[config.mk]
export PLATFORM = sky130hd
export DESIGN_NAME = dmem_arbiter_flat
export DESIGN_NICKNAME = d
export VERILOG_FILES = /design/src/rtl/dmem_if.sv /design/src/rtl/dmem_arbiter.sv /design/src/flat_wrapper.sv
export SDC_FILE = /design/constraint.sdc
export NUM_CORES = 1
export LEC_CHECK = 0
export CAP_MARGIN = 20
export CORE_UTILIZATION = 55
export DETAILED_ROUTE_END_ITERATION = 6
export PLACE_DENSITY = 0.73
export SLEW_MARGIN = 15
export SYNTH_ARGS = -nofsm -noshare
export SYNTH_HDL_FRONTEND = slang
export SYNTH_SLANG_ARGS = --single-unit
[constraint.sdc]
create_clock -name clk -period 3.7 [get_ports clk]
set_input_delay 0.555 -clock clk [delete_from_list [all_inputs] [get_ports clk]]
set_output_delay 0.555 -clock clk [all_outputs]
set_load 0.01 [all_outputs]
[src/rtl/dmem_if.sv]
// Core and host request/response bundle for the shared data memory.
// The master side issues requests; the arbiter sits on the slave side.
interface dmem_if #(
  parameter int DATA_W = 16,
  parameter int ADDR_W = 4
);
  logic              c_req;
  logic              c_we;
  logic [ADDR_W-1:0] c_addr;
  logic [DATA_W-1:0] c_wdata;
  logic              c_gnt;
  logic              c_rvalid;
  logic [DATA_W-1:0] c_rdata;

  logic              h_req;
  logic              h_we;
  logic [ADDR_W-1:0] h_addr;
  logic [DATA_W-1:0] h_wdata;
  logic              h_lock;
  logic              h_gnt;
  logic              h_rvalid;
  logic [DATA_W-1:0] h_rdata;

  logic              busy;

  modport master (
    output c_req, c_we, c_addr, c_wdata,
    output h_req, h_we, h_addr, h_wdata, h_lock,
    input  c_gnt, c_rvalid, c_rdata,
    input  h_gnt, h_rvalid, h_rdata, busy
  );

  modport slave (
    input  c_req, c_we, c_addr, c_wdata,
    input  h_req, h_we, h_addr, h_wdata, h_lock,
    output c_gnt, c_rvalid, c_rdata,
    output h_gnt, h_rvalid, h_rdata, busy
  );
endinterface

[src/rtl/dmem_arbiter.sv]
// Data memory shared between the core and a host port, one access per 3 cycles.
// state  | meaning
// ARB    | pick a winner from c_req/h_req, latch its request
// ACCESS | winner's gnt high; write commits or read data loads at closing edge
// RESP   | winner's rvalid high for reads; requests ignored
module dmem_arbiter #(
  parameter int DATA_W = 16,
  parameter int ADDR_W = 4
) (
  input logic   clk,
  input logic   reset,
  dmem_if.slave bus
);
  typedef enum logic [1:0] {ARB, ACCESS, RESP} state_t;

  localparam logic CORE = 1'b0;
  localparam logic HOST = 1'b1;

  state_t            state, state_nxt;
  logic              prio;
  logic              lock_active;
  logic              win;
  logic              we_q;
  logic [ADDR_W-1:0] addr_q;
  logic [DATA_W-1:0] wdata_q;
  logic [DATA_W-1:0] c_rdata_q;
  logic [DATA_W-1:0] h_rdata_q;
  logic [DATA_W-1:0] mem [0:(1<<ADDR_W)-1];

  logic any_req;
  logic lock_hold;
  logic eff_prio;
  logic host_win;

  // A lapsing lock hands priority back to the core in the same arbitration.
  always_comb begin
    any_req   = bus.c_req | bus.h_req;
    lock_hold = lock_active & bus.h_req & bus.h_lock;
    eff_prio  = (lock_active & ~lock_hold) ? CORE : prio;
    host_win  = bus.h_req & (~bus.c_req | lock_hold | (eff_prio == HOST));
  end

  always_ff @(posedge clk) begin
    if (!reset) state <= ARB;
    else        state <= state_nxt;
  end

  always_comb begin
    state_nxt = state;
    case (state)
      ARB:     if (any_req) state_nxt = ACCESS;
      ACCESS:  state_nxt = RESP;
      RESP:    state_nxt = ARB;
      default: state_nxt = ARB;
    endcase
  end

  always_ff @(posedge clk) begin
    if (!reset) begin
      prio        <= CORE;
      lock_active <= 1'b0;
      win         <= CORE;
      we_q        <= 1'b0;
      addr_q      <= '0;
      wdata_q     <= '0;
      c_rdata_q   <= '0;
      h_rdata_q   <= '0;
    end else begin
      case (state)
        ARB: begin
          if (any_req) begin
            win         <= host_win;
            we_q        <= host_win ? bus.h_we    : bus.c_we;
            addr_q      <= host_win ? bus.h_addr  : bus.c_addr;
            wdata_q     <= host_win ? bus.h_wdata : bus.c_wdata;
            prio        <= host_win ? CORE : HOST;
            lock_active <= host_win & bus.h_lock;
          end else if (lock_active) begin
            lock_active <= 1'b0;
            prio        <= CORE;
          end
        end
        ACCESS: begin
          if (!we_q) begin
            if (win == HOST) h_rdata_q <= mem[addr_q];
            else             c_rdata_q <= mem[addr_q];
          end
        end
        default: ;
      endcase
    end
  end

  // Memory is never cleared; a reset at the closing ACCESS edge drops the write.
  always_ff @(posedge clk) begin
    if (reset && (state == ACCESS) && we_q) mem[addr_q] <= wdata_q;
  end

  assign bus.c_gnt    = (state == ACCESS) && (win == CORE);
  assign bus.h_gnt    = (state == ACCESS) && (win == HOST);
  assign bus.c_rvalid = (state == RESP) && !we_q && (win == CORE);
  assign bus.h_rvalid = (state == RESP) && !we_q && (win == HOST);
  assign bus.c_rdata  = c_rdata_q;
  assign bus.h_rdata  = h_rdata_q;
  assign bus.busy     = (state != ARB);
endmodule
[src/flat_wrapper.sv]
// flat-port wrapper written by rule: the top's interface ports become plain ports
module dmem_arbiter_flat 
#(
  parameter int DATA_W = 16,
  parameter int ADDR_W = 4
)
  (clk, reset, bus_c_req, bus_c_we, bus_c_addr, bus_c_wdata, bus_h_req, bus_h_we, bus_h_addr, bus_h_wdata, bus_h_lock, bus_c_gnt, bus_c_rvalid, bus_c_rdata, bus_h_gnt, bus_h_rvalid, bus_h_rdata, bus_busy);
  dmem_if #(.DATA_W(DATA_W), .ADDR_W(ADDR_W)) bus_i ();
  input logic clk;
  input logic reset;
  input wire logic [$bits(bus_i.c_req)-1:0] bus_c_req;
  input wire logic [$bits(bus_i.c_we)-1:0] bus_c_we;
  input wire logic [$bits(bus_i.c_addr)-1:0] bus_c_addr;
  input wire logic [$bits(bus_i.c_wdata)-1:0] bus_c_wdata;
  input wire logic [$bits(bus_i.h_req)-1:0] bus_h_req;
  input wire logic [$bits(bus_i.h_we)-1:0] bus_h_we;
  input wire logic [$bits(bus_i.h_addr)-1:0] bus_h_addr;
  input wire logic [$bits(bus_i.h_wdata)-1:0] bus_h_wdata;
  input wire logic [$bits(bus_i.h_lock)-1:0] bus_h_lock;
  output wire logic [$bits(bus_i.c_gnt)-1:0] bus_c_gnt;
  output wire logic [$bits(bus_i.c_rvalid)-1:0] bus_c_rvalid;
  output wire logic [$bits(bus_i.c_rdata)-1:0] bus_c_rdata;
  output wire logic [$bits(bus_i.h_gnt)-1:0] bus_h_gnt;
  output wire logic [$bits(bus_i.h_rvalid)-1:0] bus_h_rvalid;
  output wire logic [$bits(bus_i.h_rdata)-1:0] bus_h_rdata;
  output wire logic [$bits(bus_i.busy)-1:0] bus_busy;
  assign bus_i.c_req = bus_c_req;
  assign bus_i.c_we = bus_c_we;
  assign bus_i.c_addr = bus_c_addr;
  assign bus_i.c_wdata = bus_c_wdata;
  assign bus_i.h_req = bus_h_req;
  assign bus_i.h_we = bus_h_we;
  assign bus_i.h_addr = bus_h_addr;
  assign bus_i.h_wdata = bus_h_wdata;
  assign bus_i.h_lock = bus_h_lock;
  assign bus_c_gnt = bus_i.c_gnt;
  assign bus_c_rvalid = bus_i.c_rvalid;
  assign bus_c_rdata = bus_i.c_rdata;
  assign bus_h_gnt = bus_i.h_gnt;
  assign bus_h_rvalid = bus_i.h_rvalid;
  assign bus_h_rdata = bus_i.h_rdata;
  assign bus_busy = bus_i.busy;
  dmem_arbiter #(.DATA_W(DATA_W), .ADDR_W(ADDR_W)) u_core (.clk(clk), .reset(reset), .bus(bus_i));
endmodule
Yosys cells after proc, flatten, opt, wreduce, memory -nomap -nowiden
Memory sizes are Yosys's and may differ from the RTL's. A register that Yosys moved wholly into a read port is not among the register bits. Index checks and enable logic that the tools add are counted.

Memories: 1. Bits in writable memories: 256. Register bits: 58. Input bits: 47. Output and inout bits: 37. Logic and storage cells: 54.

Memories: u_core.mem (words 16, bits a word 16, rd ports 1, clocked after Yosys merged registers in 1, write ports 1, line dmem_arbiter.sv:28) `logic [DATA_W-1:0] mem [0:(1<<ADDR_W)-1];`.

Reduce and logical (&&, ||, !) cells: 15. Bitwise operators: 12. Equality and inequality tests: 3. Multiplexer cells: 14.

Operators by type and width (count): $mux 16 (1); $mux 4 (3); $mux 1 (8); $logic_and 1x1->1 (7); $reduce_and 3->1 (2); $and 1x1->1 (5); $not 1->1 (4); $pmux 2 s2 (1); $reduce_and 2->1 (2); $reduce_bool 2->1 (2); $or 1x1->1 (3); $eq 2x1->1 const B (1); $eq 2x2->1 const B (1); $logic_not 2->1 (1); $mux 2 (1); $ne 2x1->1 const B (1); $logic_not 1->1 (1).

Depth between registers and ports, before layout
Gate-level depths: netlist (run 1).

Depth after elaboration: 10. Depth in mapped cells: 6. Gate-level depth less buffers: 4.

Worst setup path before layout (run 1)
No wires, ideal clock.

Path kind: input -> register. From: input port reset. To: memory u_core.mem[0][0], enable pin. Arrival: 2.198 ns. Required time: 3.291 ns. Setup slack: 1.093 ns. Library setup time: 0.409 ns. Path buffers: 0. Stages on the path: 3. Cells stage by stage: nand4b_1 or3_1 nor3_1.

Longest elaborated chain between the ends: 4.

RTL lines: start: declaration (line flat_wrapper.sv:10) `input logic reset;`; $logic_and 1x1->1 (2 in series) (line dmem_arbiter.sv:96) `if (reset && (state == ACCESS) && we_q) mem[addr_q] <= wdata_q;`; $mux 1 (line dmem_arbiter.sv:96); $mux 1 (not written as such) (line dmem_arbiter.sv:96); end: declaration (line dmem_arbiter.sv:28).

No other way between the ends.

Worst setup path in the final report (run 1)
From: register u_core.state[0]. To: output port bus_c_gnt.

Longest elaborated chain between the ends: 2.

RTL lines: start: declaration (line dmem_arbiter.sv:19) `state_t state, state_nxt;`; start signal: assignment (line dmem_arbiter.sv:45) `else state <= state_nxt;`; $eq 2x1->1 (line dmem_arbiter.sv:99) `assign bus.c_gnt = (state == ACCESS) && (win == CORE);`; $logic_and 1x1->1 (line dmem_arbiter.sv:99); end: declaration (line flat_wrapper.sv:20) `output wire logic [$bits(bus_i.c_gnt)-1:0] bus_c_gnt;`.

No other way between the ends.

==> impl_metrics.toml, run 1 <==
[status]
status = "completed"

[routing]
avgRoutedWirePerCell_um = 24.2
routed-via-count = 6334
dr.pass1.iters = 5
drt-total-wl_um = 24800
drcViolationCount = 0
drt_iter0_drc = 597
vias_per_cell = 6.19
antenna_left = 0

[clock_network]
ctsResizeCount = 0
cts-htree-levels = 1
cts_sinks = 318
clk_latency_ns = 0.55
cts_root_buf = "clkbuf_16"
cts_tree = "yes"
hold_buffers = 0
post_cts_buffers = 0
clk_pin_slew_worst_paths_ns = 0.06
clockBufferDepth = 3
numCtsBuffers = 31

[global_routing]
track_usage_pct = 23.2
grt_max_degree = 38
grt_overflow = 0
antenna_found_initial = 0
grt_first_pass_wirelength_um = 37300
grt_pass1_vias = 6511

[floorplanning]
io_pins = 84
die_w_um = 149
initial_core_util_pct = 56.5
die_y_um = 149
dieArea_mm2 = 0.0223
core_area_mm2 = 0.0212
rows = 53

[finish]
multi_input_area_mm2 = 0.00282
seqCellArea_mm2 = 0.00893
nNetsFinal = 772
areaGrowthSynthToFinish_pct = 18.6
diodes = 0
instances_no_fill = 1024
fill_cells = 1323
post-route-util_pct = 67.0
final_area_mm2 = 0.0142
drive_above_1_share_pct = 19.9

[place]
placed_area_mm2 = 0.0132
io_buffer_count = 83
post-place-ws_ns = 0.879
gp_congestion = 0.738
place_hpwl_um = 15400
dp.cells = 967

[synth]
synthDistinctLibCells = 31
netlist_instances = 613
ys_seq_area_share_pct = 74.8
syn_nets = 660
yosys_warnings = 0
ys_seq_elements = 318
syn_area_mm2 = 0.0119
syn_area_per_cell_um2 = 19.5

[sta]
setup_ws_ns = 1.06
rsz0062_at_grt = "no"
slew_headroom_pct = 43.9
fin_crit_sh_pct = 71.3
fmax_mhz = 379
period_needed_ns = 2.64
finClkSkew_ns = 0.00853
hold_viol_final = 0
tns_ns = 0
setup_viol = 0
drv_slew = 0
worstMarginPinSlew_ns = 0.842

[hold_path]
holdCritPathClass = "register to register"
hold_depth = 1

[critical_path]
crit_family = "buffers and inverters"
start_kind = "register"
crit_buf_inv = 1
cpPeakStageDelay_ns = 0.55
cp.arrival_ns = 2.08
r2r_cells = 5
critical_path_depth = 3
worstReg2RegEnd = "u_core.bus.h_rdata[6]"
crit_chain = "and2b_1, nor2b_1, clkdlybuf4s50_1"
crit_end = "bus_c_gnt"
criticalPathCategory = "register to output pin"
cp-startpoint = "u_core.state[0]"
cp_slowest_cell = "clkdlybuf4s50_1"
critPathRequiredTime_ns = 3.14
r2r_slack_ns = 1.24
end_kind = "output pin"
critPathMaxFanout = 6

[pwr]
power_density_mw_per_mm2 = 537
cellLeakagePower_nw = 4.80
peakVddDrop_mv = 0.430

[flow_run]
maxCapViolCount = 0
==> metrics by stage <==
stage                     hold slack [ns]  power [mW]
after floorplan                     0.444        4.45
after CTS                           0.453        7.63
final                               0.448        7.60
after global routing                0.469        7.82
after global placement              0.433        4.67
after detailed placement            0.441        4.69
==> area by class of cell <==
cell class	instances	area share, %
sequential	318	63.1
multi-input combinational	257	19.9
timing repair buffer	113	7.63
clock buffer	41	5.95
tap	275	2.43
clock inverter	16	0.901
inverter	4	0.106
==> worst min-delay path by stage <==
stage                           start                     end  slack [ns]
2_1_floorplan             u_core.prio             u_core.prio        0.44
4_1_cts        u_core.bus.c_rdata[11]  u_core.bus.c_rdata[11]        0.45
6_report       u_core.bus.c_rdata[11]  u_core.bus.c_rdata[11]        0.45
3_3_place_gp    u_core.bus.h_rdata[9]   u_core.bus.h_rdata[9]        0.43
5_1_grt         u_core.bus.h_rdata[9]   u_core.bus.h_rdata[9]        0.47
3_5_place_dp    u_core.bus.h_rdata[9]   u_core.bus.h_rdata[9]        0.44
==> cell usage in the layout (no fill, tap or decap), drive strengths merged, types with 2 or more instances in the layout <==
master	count
nand4	3
nor2	41
nand2b	4
edfxtp	256
nor3	5
clkdlybuf4s50	83
mux4	64
a222oi	21
dfxtp	62
mux2i	33
a21o	32
nand2	5
clkinv	13
a21oi	3
bufinv	2
nor2b	2
or3	2
buf	30
inv	4
clkbuf	41
o22ai	32
==> power by group <==
group          internal, mW  total, mW  switching [mW]
combinational         0.286      0.512           0.226
clock                  1.73       2.98            1.25
sequential             3.95       4.11           0.158
==> registers in the layout (all words and copies together), names as in the netlist, named ones only <==
signal and flops:
u_core.mem 256, u_core.lock_active 1, u_core.state 2, u_core.we_q 1, u_core.wdata_q 16, u_core.bus.c_rdata 16
u_core.addr_q 4, u_core.prio 1, u_core.win 1, u_core.bus.h_rdata 16
==> Yosys cell counts <==
library cell / n / share of area [%]
nand2b_1: 4 / 0.21
a211oi_1: 1 / 0.063
a21o_1: 32 / 2.0
and2_1: 1 / 0.052
nor2_1: 41 / 1.3
and2b_1: 1 / 0.063
o21ai_1: 1 / 0.042
a21oi_1: 3 / 0.13
clkbuf_1: 14 / 0.44
edfxtp_1: 256 / 64
o211a_1: 1 / 0.084
buf_1: 2 / 0.063
nand4_1: 3 / 0.16
mux4_2: 64 / 12
or3_1: 2 / 0.10
nor3_1: 5 / 0.21
nor2b_1: 2 / 0.10
nand4b_1: 1 / 0.073
nand3b_1: 1 / 0.063
mux2i_1: 33 / 2.8
buf_6: 8 / 0.75
or4_1: 1 / 0.063
o22ai_1: 32 / 1.7
a22oi_1: 1 / 0.063
inv_1: 3 / 0.094
nand2_1: 5 / 0.16
dfxtp_1: 62 / 10
buf_2: 10 / 0.42
a222oi_1: 21 / 1.8
a2111oi_4: 1 / 0.23
inv_2: 1 / 0.031
==> metal layers <==
| metal | GRT usage [%] | wire length [um] | vias to the layer above |
|---|---|---|---|
| met3 | 3.49 | 1890 | 46 |
| met2 | 37.3 | 12000 | 323 |
| met4 | 8.57 | 610 | 0 |
| met5 | 0 | 0 | - |
| li1 | - | - | 2764 |
| met1 | 32.4 | 10300 | 3201 |
==> cells by family after synthesis <==
group                  after synthesis  synth area share (%)
AOI/OAI and AO/OA                   93                  6.06
buffers and inverters               38                  1.80
DFF                                318                  74.8
muxes                               97                  14.8
and+or+nand+nor                     67                  2.55
Power figures use the tool's default switching activity.
==> inputs of run 2 (changes only) <==
clock period = 2.43 ns   (was 3.7 ns; I/O delays follow)
==> run 2 against run 1 <==
Global-route usage barely moved. Worst setup slack got worse by 0.99 ns. Utilization rose by 1.2 points. First-iteration DRC count rose by 11%. Non-clock buffer count rose by 5. Critical endpoint is now bus_h_gnt. Highest routed layer unchanged.
==> impl_metrics.toml, run 2 (same netlist as run 1, synthesis figures left out) <==
[status]
status = "completed"

[clock_network]
cts_tree = "yes"
cts_root_buf = "clkbuf_16"
numCtsBuffers = 31
post_cts_buffers = 0
clockBufferDepth = 3
ctsResizeCount = 1
clk_latency_ns = 0.56
clk_pin_slew_worst_paths_ns = 0.06
hold_buffers = 0
cts-htree-levels = 1
cts_sinks = 318

[routing]
routed-via-count = 6350
vias_per_cell = 6.17
drt-total-wl_um = 24700
antenna_left = 0
avgRoutedWirePerCell_um = 24.0
drt_iter0_drc = 661
dr.pass1.iters = 6
drcViolationCount = 0

[floorplanning]
initial_core_util_pct = 56.5
rows = 53
die_y_um = 149
core_area_mm2 = 0.0212
io_pins = 84
die_w_um = 149
dieArea_mm2 = 0.0223

[finish]
nNetsFinal = 777
fill_cells = 1295
multi_input_area_mm2 = 0.00282
drive_above_1_share_pct = 20.7
areaGrowthSynthToFinish_pct = 20.6
seqCellArea_mm2 = 0.00894
largest_register_ffs = 256
final_common_cell = "edfxtp_1"
layout_common_cells = "256 x edfxtp_1, 83 x clkdlybuf4s50_1, 64 x mux4_2"
top_register = "u_core.mem"
diodes = 0

[critical_path]
critPathMaxFanout = 6
worstReg2RegEnd = "u_core.bus.c_rdata[9]"
end_kind = "output pin"
r2r_cells = 5
start_kind = "register"
cp.arrival_ns = 2.00
critPathRequiredTime_ns = 2.07
r2r_slack_ns = 0.28
criticalPathCategory = "register to output pin"

[pwr]
cellLeakagePower_nw = 4.88
peakVddDrop_mv = 0.600
power_density_mw_per_mm2 = 806

[sta]
setup_ws_ns = 0.0664
setup_viol = 0
fmax_mhz = 423
tns_ns = 0
rsz0062_at_grt = "no"
drv_slew = 0
worstMarginPinSlew_ns = 0.760
period_needed_ns = 2.36
finClkSkew_ns = 0.0144
fin_crit_sh_pct = 97.3
hold_ws_ns = 0.426
slew_headroom_pct = 49.3
hold_viol_final = 0

[global_routing]
track_usage_pct = 23.1
grt_max_degree = 33
grt_overflow = 0
grt_first_pass_wirelength_um = 37800
antenna_found_initial = 0
grt_pass1_vias = 6581

[place]
post-place-ws_ns = 0.133
place_hpwl_um = 16300
gp_congestion = 0.763
io_buffer_count = 83

[hold_path]
holdCritPathClass = "input pin to register"
worstHoldStart = "bus_h_wdata[0]"
hold_depth = 3
hold-path-endpoint = "u_core.wdata_q[0]"

[flow_run]
maxCapViolCount = 0
==> run 2: changes by cell type in the layout (fill, tap and decap cells not counted), sizes merged <==
cell / previous run / this run
bufinv: 2 / 1
inv: 4 / 5
clkbuf: 41 / 42
buf: 30 / 35
==> run 2: worst max path at each step <==
stage,depth (start not counted),startpoint,to,slack (ns)
2_1_floorplan,4,u_core.state[0],u_core.mem[12][0],0.11
3_3_place_gp,5,reset,u_core.mem[2][6],0.20
3_5_place_dp,5,reset,u_core.mem[2][4],0.13
4_1_cts,3,u_core.state[1],bus_h_gnt,0.05
5_1_grt,3,u_core.state[1],bus_h_gnt,0.02
6_report,3,u_core.state[1],bus_h_gnt,0.07
==> run 2: cell type report <==
type | count | area share [%]
multi-input cells | 257 | 19.6
well taps | 275 | 2.39
inverters | 4 | 0.104
repair buffers | 118 | 9.07
clock buffers | 42 | 6.04
flip-flops and latches | 318 | 62.0
clock inverters | 16 | 0.825
==> run 2: worst max-delay path: stages, from the launching register on <==
cell and delay (ns):
dfxtp_1 0.50, and2b_1 0.28, and2_1 0.18, clkdlybuf4s50_1 0.48
==> run 2: through the flow <==
| step | instance area (um2) | instances | total power, mW | utilization (%) |
|---|---|---|---|---|
| 3_3_place_gp | 13400 | 972 | 7.13 | 63.4 |
| 2_1_floorplan | 11900 | 613 | 6.78 | - |
| 6_report | 14400 | 1030 | 11.6 | 68.1 |
| 4_1_cts | 14400 | 1030 | 11.7 | 68.1 |
| 5_1_grt | 14400 | 1030 | 12.0 | 68.1 |
| 3_5_place_dp | 13400 | 972 | 7.18 | 63.4 |
==> run 2: metal layers <==
metal | global-route usage (%) | up-vias | part of all wire (%)
met1 | 32.4 | 3283 | 42
met2 | 38.3 | 247 | 51
met5 | 0 | - | 0
met4 | 6.73 | 0 | 1.8
met3 | 3.03 | 39 | 5.7
li1 | - | 2781 | -
==> run 2: report_power, final <==
group	leakage, nW	internal, mW	total, mW	switching, mW
sequential	2.81	6.01	6.22	0.203
clock	0.487	2.62	4.56	1.94
combinational	1.58	0.457	0.843	0.386
